==> config.mk <==
export PLATFORM = sky130hd
export DESIGN_NAME = reduce_gate_pipe
export DESIGN_NICKNAME = d
export VERILOG_FILES = /design/src/rtl/reduce_pkg.sv /design/src/rtl/reduce_node.sv /design/src/rtl/reduce_gate_pipe.sv
export SDC_FILE = /design/constraint.sdc
export NUM_CORES = 1
export LEC_CHECK = 0
export BUFFER_PORTS_ARGS = -buffer_cell sky130_fd_sc_hd__buf_2
export CAP_MARGIN = 20
export CORE_ASPECT_RATIO = 0.75
export CORE_MARGIN = 2
export CORE_UTILIZATION = 45
export CTS_BUF_LIST = sky130_fd_sc_hd__clkbuf_16
export CTS_CLUSTER_SIZE = 14
export DETAILED_ROUTE_END_ITERATION = 8
export GPL_ROUTABILITY_DRIVEN = 0
export GPL_TIMING_DRIVEN = 1
export HOLD_SLACK_MARGIN = 0.08
export PLACE_DENSITY = 0.69
export SLEW_MARGIN = 40
export SYNTH_ARGS = -nofsm -noshare
export SYNTH_HDL_FRONTEND = slang
export SYNTH_SLANG_ARGS = --single-unit
==> constraint.sdc <==
create_clock -name clk -period 2.8 [get_ports clk]
set_input_delay 0.56 -clock clk [delete_from_list [all_inputs] [get_ports clk]]
set_output_delay 0.56 -clock clk [all_outputs]
set_load 0.03 [all_outputs]
==> src/rtl/reduce_pkg.sv <==
`default_nettype none
// reduce_pkg: op encoding and elaboration helpers shared by the reduce_gate_pipe slice (rev 1.0).

package reduce_pkg;

  typedef enum logic [1:0] {
    OP_OR  = 2'b00,
    OP_AND = 2'b01,
    OP_XOR = 2'b10,
    OP_NOR = 2'b11
  } reduce_op_t;

  // Pad bit for short groups; NOR runs as an OR tree so it shares the OR identity.
  function automatic logic identity(input reduce_op_t op);
    return (op == OP_AND);
  endfunction

  function automatic int stages(input int n, input int radix);
    int s;
    int m;
    s = 0;
    m = n;
    while (m > 1) begin
      m = (m + radix - 1) / radix;
      s = s + 1;
    end
    return s;
  endfunction

  // Number of operands entering tree level k.
  function automatic int level_inputs(input int n, input int radix, input int k);
    int m;
    m = n;
    for (int i = 0; i < k; i++) begin
      m = (m + radix - 1) / radix;
    end
    return m;
  endfunction

endpackage

`default_nettype wire

==> src/rtl/reduce_node.sv <==
`default_nettype none
// reduce_node: combinational RADIX-input, WIDTH-wide bitwise reduction node (rev 1.0).

module reduce_node
  import reduce_pkg::*;
#(
  parameter int RADIX = 3,
  parameter int WIDTH = 4
) (
  input  logic [RADIX*WIDTH-1:0] i_data,
  input  reduce_op_t             i_op,
  output logic [WIDTH-1:0]       o_data
);

  always_comb begin
    o_data = {WIDTH{identity(i_op)}};
    for (int i = 0; i < RADIX; i++) begin
      case (i_op)
        OP_AND:  o_data = o_data & i_data[i*WIDTH +: WIDTH];
        OP_XOR:  o_data = o_data ^ i_data[i*WIDTH +: WIDTH];
        default: o_data = o_data | i_data[i*WIDTH +: WIDTH];
      endcase
    end
  end

endmodule

`default_nettype wire

==> src/rtl/reduce_gate_pipe.sv <==
`default_nettype none
// reduce_gate_pipe: pipelined N_IN-operand OR/AND/XOR/NOR reduction with valid/ready (rev 1.0).
// Optional sticky result accumulator enabled by defining REDUCE_STICKY_ACC_EN.

module reduce_gate_pipe
  import reduce_pkg::*;
#(
  parameter int N_IN  = 8,
  parameter int WIDTH = 4,
  parameter int RADIX = 3
) (
  input  logic                  clk,
  input  logic                  rst_n,
  input  logic [N_IN*WIDTH-1:0] in_data,
  input  logic [1:0]            in_op,
  input  logic                  in_valid,
  output logic                  in_ready,
  output logic [WIDTH-1:0]      out_data,
  output logic                  out_valid,
  input  logic                  out_ready,
  input  logic                  acc_clr,
  output logic [WIDTH-1:0]      acc_out
);

  localparam int STAGES = stages(N_IN, RADIX);
  localparam int BUS_W  = N_IN * WIDTH;

  logic             w_en;
  logic [BUS_W-1:0] w_bus_data  [STAGES+1];
  reduce_op_t       w_bus_op    [STAGES+1];
  logic             w_bus_valid [STAGES+1];
  logic             w_unused_tail;

  // Single global advance: the whole pipe moves or the whole pipe holds.
  assign w_en     = !out_valid || out_ready;
  assign in_ready = w_en;

  assign w_bus_data[0]  = in_data;
  assign w_bus_op[0]    = reduce_op_t'(in_op);
  assign w_bus_valid[0] = in_valid;

  for (genvar k = 0; k < STAGES; k++) begin : g_lvl
    localparam int N_PREV = level_inputs(N_IN, RADIX, k);
    localparam int N_CUR  = (N_PREV + RADIX - 1) / RADIX;
    localparam int N_PAD  = N_CUR * RADIX;

    logic [N_PAD*WIDTH-1:0] w_pad;
    logic [N_CUR*WIDTH-1:0] w_red;
    logic [N_CUR*WIDTH-1:0] w_res;
    logic [N_CUR*WIDTH-1:0] r_data;
    logic                   w_fill;
    reduce_op_t             r_op;
    logic                   r_valid;

    assign w_fill = identity(w_bus_op[k]);

    for (genvar g = 0; g < N_PAD; g++) begin : g_pad
      if (g < N_PREV) begin : g_src
        assign w_pad[g*WIDTH +: WIDTH] = w_bus_data[k][g*WIDTH +: WIDTH];
      end else begin : g_fill
        assign w_pad[g*WIDTH +: WIDTH] = {WIDTH{w_fill}};
      end
    end

    // Upper bus lanes above this level's operand count are constant zero.
    if (N_PREV < N_IN) begin : g_sink
      logic w_unused_hi;
      assign w_unused_hi = ^w_bus_data[k][BUS_W-1:N_PREV*WIDTH];
    end

    for (genvar g = 0; g < N_CUR; g++) begin : g_node
      reduce_node #(
        .RADIX (RADIX),
        .WIDTH (WIDTH)
      ) u_node (
        .i_data (w_pad[g*RADIX*WIDTH +: RADIX*WIDTH]),
        .i_op   (w_bus_op[k]),
        .o_data (w_red[g*WIDTH +: WIDTH])
      );
    end

    if (k == STAGES - 1) begin : g_final
      assign w_res = (w_bus_op[k] == OP_NOR) ? ~w_red : w_red;
    end else begin : g_mid
      assign w_res = w_red;
    end

    always_ff @(posedge clk or negedge rst_n) begin
      if (!rst_n) begin
        r_data  <= '0;
        r_op    <= OP_OR;
        r_valid <= 1'b0;
      end else if (w_en) begin
        r_data  <= w_res;
        r_op    <= w_bus_op[k];
        r_valid <= w_bus_valid[k];
      end
    end

    assign w_bus_data[k+1]  = {{((N_IN - N_CUR) * WIDTH){1'b0}}, r_data};
    assign w_bus_op[k+1]    = r_op;
    assign w_bus_valid[k+1] = r_valid;
  end

  assign out_data  = w_bus_data[STAGES][WIDTH-1:0];
  assign out_valid = w_bus_valid[STAGES];

  assign w_unused_tail = ^{w_bus_data[STAGES][BUS_W-1:WIDTH], w_bus_op[STAGES]};

`ifdef REDUCE_STICKY_ACC_EN
  logic             w_deliver;
  logic [WIDTH-1:0] r_acc;

  assign w_deliver = out_valid && out_ready;

  // Clear wins over history but not over a coincident delivery.
  always_ff @(posedge clk or negedge rst_n) begin
    if (!rst_n) begin
      r_acc <= '0;
    end else if (acc_clr) begin
      r_acc <= w_deliver ? out_data : '0;
    end else if (w_deliver) begin
      r_acc <= r_acc | out_data;
    end
  end

  assign acc_out = r_acc;
`else
  logic w_unused_acc;

  assign acc_out      = '0;
  assign w_unused_acc = acc_clr;
`endif

endmodule

`default_nettype wire
==> metrics, run 1 <==
initial antenna violation count 0; Yosys top cell area share 0.387; Final Setup Violations 9; slew margin rel. 0.526; Worst VDD drop 0.267 mV; first-pass GRT wire length 11,500 µm; startpoint types primary input; post-synthesis sequential area ratio 0.174; Post-Syn Area 2880 µm²; Antenna Nets Post-Route 0; Final Hold Fails 0; CP max-delay cell ha_1; post-detail-place hpwl 4780 µm; fmax 333 MHz; status finished, violations left; Die Y-Extent 73.3 µm; Slew @ Worst Pin 0.710 ns; total leakage power 2.08 nW; Slew Viols, Final 0; Clk Latency, worst-skew pair 0.25 ns; die area 7060 µm²; vias per cell 5.37; Root Driver clkbuf_16; CP Data Arrival Time 3.12 ns; DRT iter0 DRCs 107; # clock sinks 20; Longest Clk Path Bufs 2; predominant post-synthesis flop cell dfrtp_1; Comb pwr share 0.594; Final Util 0.685; Post-synth top cells ha_1 (89), inv_1 (77), a221oi_1 (28); # hold bufs at CTS 0; fin crit period 3.01 ns; Syn Inst Count 333; CTS tree done; R2R depth 14; critical-path cell list buf_12, inv_12, ha_4, clkinvlp_4, buf_8, ha_4, a211oi_4, a21oi_2, inv_2, ha_4, a221oi_2, a21oi_2, ha_1, a211oi_2, a211o_1, o21ai_1; Area Growth Syn to Fin 48.8%; flops & latches, synth 20; Post-Route Skew 0.00508 ns; mean area per synthesized cell 8.65 µm²; Critical Path End g_lvl[0].r_data[11]$_DFFE_PN0P_; Routed WL per cell 15.5 µm; CP max FO 6; Req. time, crit path 2.91 ns; EDFF count, synth 0; area of the core 6260 µm²; clock power share 0.202; Ys Warns 0; RSZ-0062 raised after global routing yes; crit path from in_op[1]; r2r setup slk 0.13 ns; layout cells sized above 1 0.505; cell with the most instances after synthesis ha_1; Post-layout nets 529; delay of the slowest critical-path stage 0.32 ns; Unique masters post-synth 21; die width 96.4 µm; TNS Setup -1.26 ns; number of buffers created by CTS 3; register area 500 µm²; Worst setup EP type flop; FILL cells 461; Port Buffers 43; Crit Reg-Reg Endpoint out_data[3]$_DFFE_PN0P_; num rows 25; cell mode on critical path ha_4; vias in the first global route 2,586; failing checks setup timing; Pre-Repair DR Iteration Count 4; top cells by area, synth ha_1 (39%), dfrtp_1 (17%), inv_1 (10%); Worst Hold Class primary input to async pin; Initial Util 0.460; Pwr Density 459 nW/µm²; Worst R2R Start g_lvl[0].r_op[1]$_DFFE_PN0P_; final worst slack -0.207 ns; Remaining Overflow, GRT 0; net switching power 0.792 mW; switching part of the total power 0.402; H-tree Lvls 1; Yosys top cell by area ha_1; Inserted Diodes 0; Total GRT Usage 0.203; Max Cap Viol 0; Reg power frac 0.204; largest net degree at the start of global routing 26; Final period util 1.07; DRC errors left 0; Post-Route WL 7440 µm; Internal Pwr Total 1.18 mW; area of the multi-input gates 2670 µm²; critical path type primary input to flop; async set or reset register ratio after synthesis 1.00; num ports 49; Clock transition at path regs 0.06 ns; via count 2,583
## layer usage
layer  share of wire  vias to the layer above  GRT usage  wire length, µm
li1                -                     1267          -                -
met5               0                        -          0                0
met1            0.45                     1264      0.253             3320
met2            0.51                       46      0.384             3810
met4           0.010                        0     0.0156               77
met3           0.032                        6     0.0318              235
## power by group through the flow
| stage | registers (mW) | logic [mW] | clock network [mW] |
|---|---|---|---|
| after detailed placement | 0.403 | 0.824 | 0 |
| after CTS | 0.399 | 0.983 | 0.401 |
| after global routing | 0.408 | 1.28 | 0.415 |
| final | 0.401 | 1.17 | 0.397 |
| after floorplan | 0.454 | 0.529 | 0 |
| after global placement | 0.399 | 0.783 | 0 |
## worst max-delay path, delay by kind of cell
| kind | cells | cell delay, ns |
|---|---|---|
| compound gates | 7 | 1.07 |
| fa+ha+maj | 4 | 0.94 |
| buf+inv | 5 | 0.53 |
## sequential cells by signal (all words and copies together), names as in the netlist
signal         flops
out_data           4
g_lvl.r_valid      1
g_lvl.r_data      12
g_lvl.r_op         2
out_valid          1
## area by class of cell
cell class | count | area share
timing repair buffer | 85 | 0.140
clock buffer | 3 | 0.0175
tap | 81 | 0.0236
inverter | 77 | 0.0712
multi-input combinational | 214 | 0.623
clock inverter | 1 | 0.00701
sequential | 20 | 0.117
## how the worst min path moves through the flow
stage	start	endpoint	slack [ns]	cells after the start
final	rst_n	out_data[1]$_DFFE_PN0P_	0.25	1
after floorplan	rst_n	g_lvl[0].r_data[0]$_DFFE_PN0P_	0.26	0
after CTS	rst_n	out_data[1]$_DFFE_PN0P_	0.26	1
after global placement	g_lvl[0].r_valid$_DFFE_PN0P_	out_valid$_DFFE_PN0P_	0.45	1
after global routing	rst_n	out_data[0]$_DFFE_PN0P_	0.29	1
after detailed placement	g_lvl[0].r_valid$_DFFE_PN0P_	g_lvl[0].r_valid$_DFFE_PN0P_	0.46	2
## repair_timing
| item | in CTS | in global routing |
|---|---|---|
| setup endpoints to repair | 10 | 10 |
| gates resized for setup | 69 | 60 |
| pin swaps | 43 | 43 |
| buffers inserted | 6 | 3 |
| endpoints found under the hold margin | 0 | 0 |
## through the flow
| step | setup WS [ns] | area, µm² | hold WS [ns] | total power [mW] | instances |
|---|---|---|---|---|---|
| floorplan | -0.443 | 2960 | 0.264 | 0.984 | 336 |
| global placement | -0.620 | 3380 | 0.446 | 1.18 | 468 |
| detailed placement | -0.745 | 3380 | 0.457 | 1.23 | 468 |
| CTS | -0.101 | 3950 | 0.264 | 1.78 | 478 |
| global route | -0.346 | 4290 | 0.285 | 2.11 | 481 |
| finish | -0.207 | 4290 | 0.247 | 1.97 | 481 |
## cells in the final DEF (no fill, tap or decap), types with 4 or more instances in the layout
master    count
ha_4         30
inv_1        58
nand2_1       5
or3_1         4
inv_2        17
dfrtp_1      20
o21ai_1       6
ha_2         12
a211o_1      12
buf_12        4
a221oi_2     14
o21ai_0      11
nor2_1        4
buf_4        35
a21oi_2      20
buf_2        42
a211oi_4      4
a211oi_2      7
a221oi_4      5
a221oi_1      9
ha_1         47
a21oi_1       6
a31oi_1       4
conb_1        4
## kinds of logic (layout without fill, tap and decap cells)
family | after synthesis | after routing | share of synthesized area
AOI/OAI and AO/OA | 102 | 102 | 0.243
adders and majority gates | 89 | 89 | 0.387
buffers and inverters | 102 | 166 | 0.161
DFF | 20 | 20 | 0.174
other | 1 | 4 | 0.00130
and+or+nand+nor | 19 | 19 | 0.0343
Power figures use the tool's default switching activity.
==> run 2: changes to the inputs <==
--- a/config.mk
+++ b/config.mk
@@ -7,7 +7,6 @@
 export LEC_CHECK = 0
 export BUFFER_PORTS_ARGS = -buffer_cell sky130_fd_sc_hd__buf_2
 export CAP_MARGIN = 20
-export CORE_ASPECT_RATIO = 0.75
 export CORE_MARGIN = 2
 export CORE_UTILIZATION = 45
 export CTS_BUF_LIST = sky130_fd_sc_hd__clkbuf_16
==> metrics, run 2 (synthesized netlist as in run 1, its figures left out) <==
Crit Reg-Reg Endpoint out_data[3]$_DFFE_PN0P_; flip-flop count of the largest register after layout 12 (unchanged); # hold bufs at CTS 0 (unchanged); CTS tree done; Die Y-Extent 84.0 µm (+15%); Worst VDD drop 0.294 mV (+10%); vias in the first global route 2,632 (+1.8%); CP max FO 5 (-1); layout cells sized above 1 0.477 (-0.0277); Clock transition at path regs 0.06 ns (about the same); Total GRT Usage 0.196 (-0.00666); failing checks setup timing; Worst R2R Start g_lvl[0].r_op[0]$_DFFE_PN0P_; critical-path cell list buf_12, inv_12, ha_4, clkinvlp_4, buf_12, ha_4, a211oi_1, a21oi_1, inv_1, ha_1, a221oi_2, a21oi_2, ha_1, a211oi_2, a211o_1, o21ai_0; Post-layout nets 526 (-0.57%); CP max-delay cell a221oi_2; largest net degree at the start of global routing 39 (+50%); Final Hold Fails 0 (unchanged); FILL cells 484 (+5.0%); register with the most flip-flops g_lvl.r_data; Final period util 1.08 (+0.0109); Finished Layout Cells 473 (-1.7%); r2r setup slk 0.16 ns (+0.03 ns); met3 routed WL 365 µm (+55%); num rows 29 (+16%); num ports 49 (unchanged); # clock sinks 20 (unchanged); pre-CTS WS -0.666 ns (+0.0791 ns); number of buffers created by CTS 3 (unchanged); fin crit period 3.04 ns (+0.0304 ns); DRC errors left 0 (unchanged); top layer in use met4; commonest non-fill, non-tap cells in the layout inv_1 (60), ha_1 (51), buf_2 (42); Worst Hold Class primary input to async pin; status finished, violations left; Clk Latency, worst-skew pair 0.25 ns (about the same); Max Cap Viol 0 (unchanged); delay of the slowest critical-path stage 0.33 ns (about the same); fmax 329 MHz (-1.0%); Worst setup EP type flop; Routed WL per cell 16.9 µm (+9.1%); RSZ-0062 raised after global routing yes; via count 2,636 (+2.1%); DRT iter0 DRCs 70 (-35%); vias per cell 5.57 (+3.8%); Slew @ Worst Pin 0.676 ns (-0.0342 ns); Post-Route WL 7990 µm (+7.3%); Longest Clk Path Bufs 2 (unchanged); post-detail-place hpwl 4340 µm (-9.3%); met2 routed WL 4180 µm (+9.8%); Area Growth Syn to Fin 47.0%; Root Driver clkbuf_16; startpoint types primary input; total leakage power 2.06 nW (-1.1%); Remaining Overflow, GRT 0 (unchanged); initial antenna violation count 0 (unchanged); CP top delay family compound AO/OA/AOI/OAI gates; Pwr Density 438 nW/µm² (-4.5%); Port Buffers 43 (unchanged); Post-Route Skew 0.00233 ns (-0.00275 ns); Inserted Diodes 0 (unchanged); crit path from in_op[1]; M1 wire length 3140 µm (-5.5%); Final Setup Violations 9 (unchanged); Antenna Nets Post-Route 0 (unchanged); die width 84.0 µm (-13%); final worst slack -0.237 ns (-0.0304 ns); first-pass GRT wire length 11,700 µm (+1.6%); CP Data Arrival Time 3.15 ns (+0.03 ns); Slew Viols, Final 0 (unchanged); Placed Instances 453 (-3.2%); critical path type primary input to flop; area of the core 6280 µm² (+0.34%); R2R depth 13 (-1); Pre-Repair DR Iteration Count 5 (+1); die area 7060 µm² (about the same); commonest non-fill, non-tap cell in the layout inv_1; Initial Util 0.459 (-0.00156); Req. time, crit path 2.91 ns (about the same); CP Buf/Inv Count 5 (unchanged); slew margin rel. 0.549 (+0.0228); H-tree Lvls 1 (unchanged)
[run 2: changes by cell type in the layout (fill, tap and decap cells not counted), sizes merged]
cell	delta
buf	-4
bufinv	-1
clkinvlp	+1
[run 2: per-layer routing]
metal | vias up | GRT usage
li1 | 1263 | -
met1 | 1246 | 0.240
met2 | 99 | 0.359
met3 | 28 | 0.0237
met4 | 0 | 0.0557
met5 | - | 0
[run 2: worst max-delay path by stage]
stage	to	slack, ns	cells after the start
floorplan	g_lvl[0].r_data[0]$_DFFE_PN0P_	-0.44	16
global placement	g_lvl[0].r_data[11]$_DFFE_PN0P_	-0.57	15
detailed placement	g_lvl[0].r_data[2]$_DFFE_PN0P_	-0.67	16
CTS	g_lvl[0].r_data[5]$_DFFE_PN0P_	-0.16	17
global route	g_lvl[0].r_data[11]$_DFFE_PN0P_	-0.37	16
finish	g_lvl[0].r_data[11]$_DFFE_PN0P_	-0.24	16
[run 2: metrics by stage]
stage          power (mW)  hold slack [ns]  utilization  instance area [µm²]  TNS, ns
6_report             1.86            0.249        0.675                 4240    -1.63
5_1_grt              2.01            0.287        0.675                 4240    -2.59
4_1_cts              1.63            0.270        0.607                 3810    -1.15
3_5_place_dp         1.19            0.458        0.521                 3270    -5.68
3_3_place_gp         1.15            0.438        0.521                 3270    -5.15
2_1_floorplan       0.984            0.264            -                 2960    -3.67
[run 2: final cells by class]
type                       instances  area (µm²)  share of cell area
sequential                        20         500               0.118
multi-input combinational        214        2680               0.632
timing repair inverter             1        7.51             0.00177
tap                               77        96.3              0.0227
timing repair buffer              81         572               0.135
inverter                          77         305              0.0721
clock buffer                       3        75.1              0.0177
[run 2: power breakdown]
group	switching (mW)	internal (mW)
clock network	0.105	0.188
logic	0.644	0.521
registers	0.0369	0.360
total	0.786	1.07
[run 2: what timing repair did]
item | 4_1_cts | 5_1_grt
cloned | 1 | 0
endpoints found under the setup margin | 10 | 10
buffers inserted | 14 | 2
resized for setup | 48 | 76
pin swaps | 37 | 46
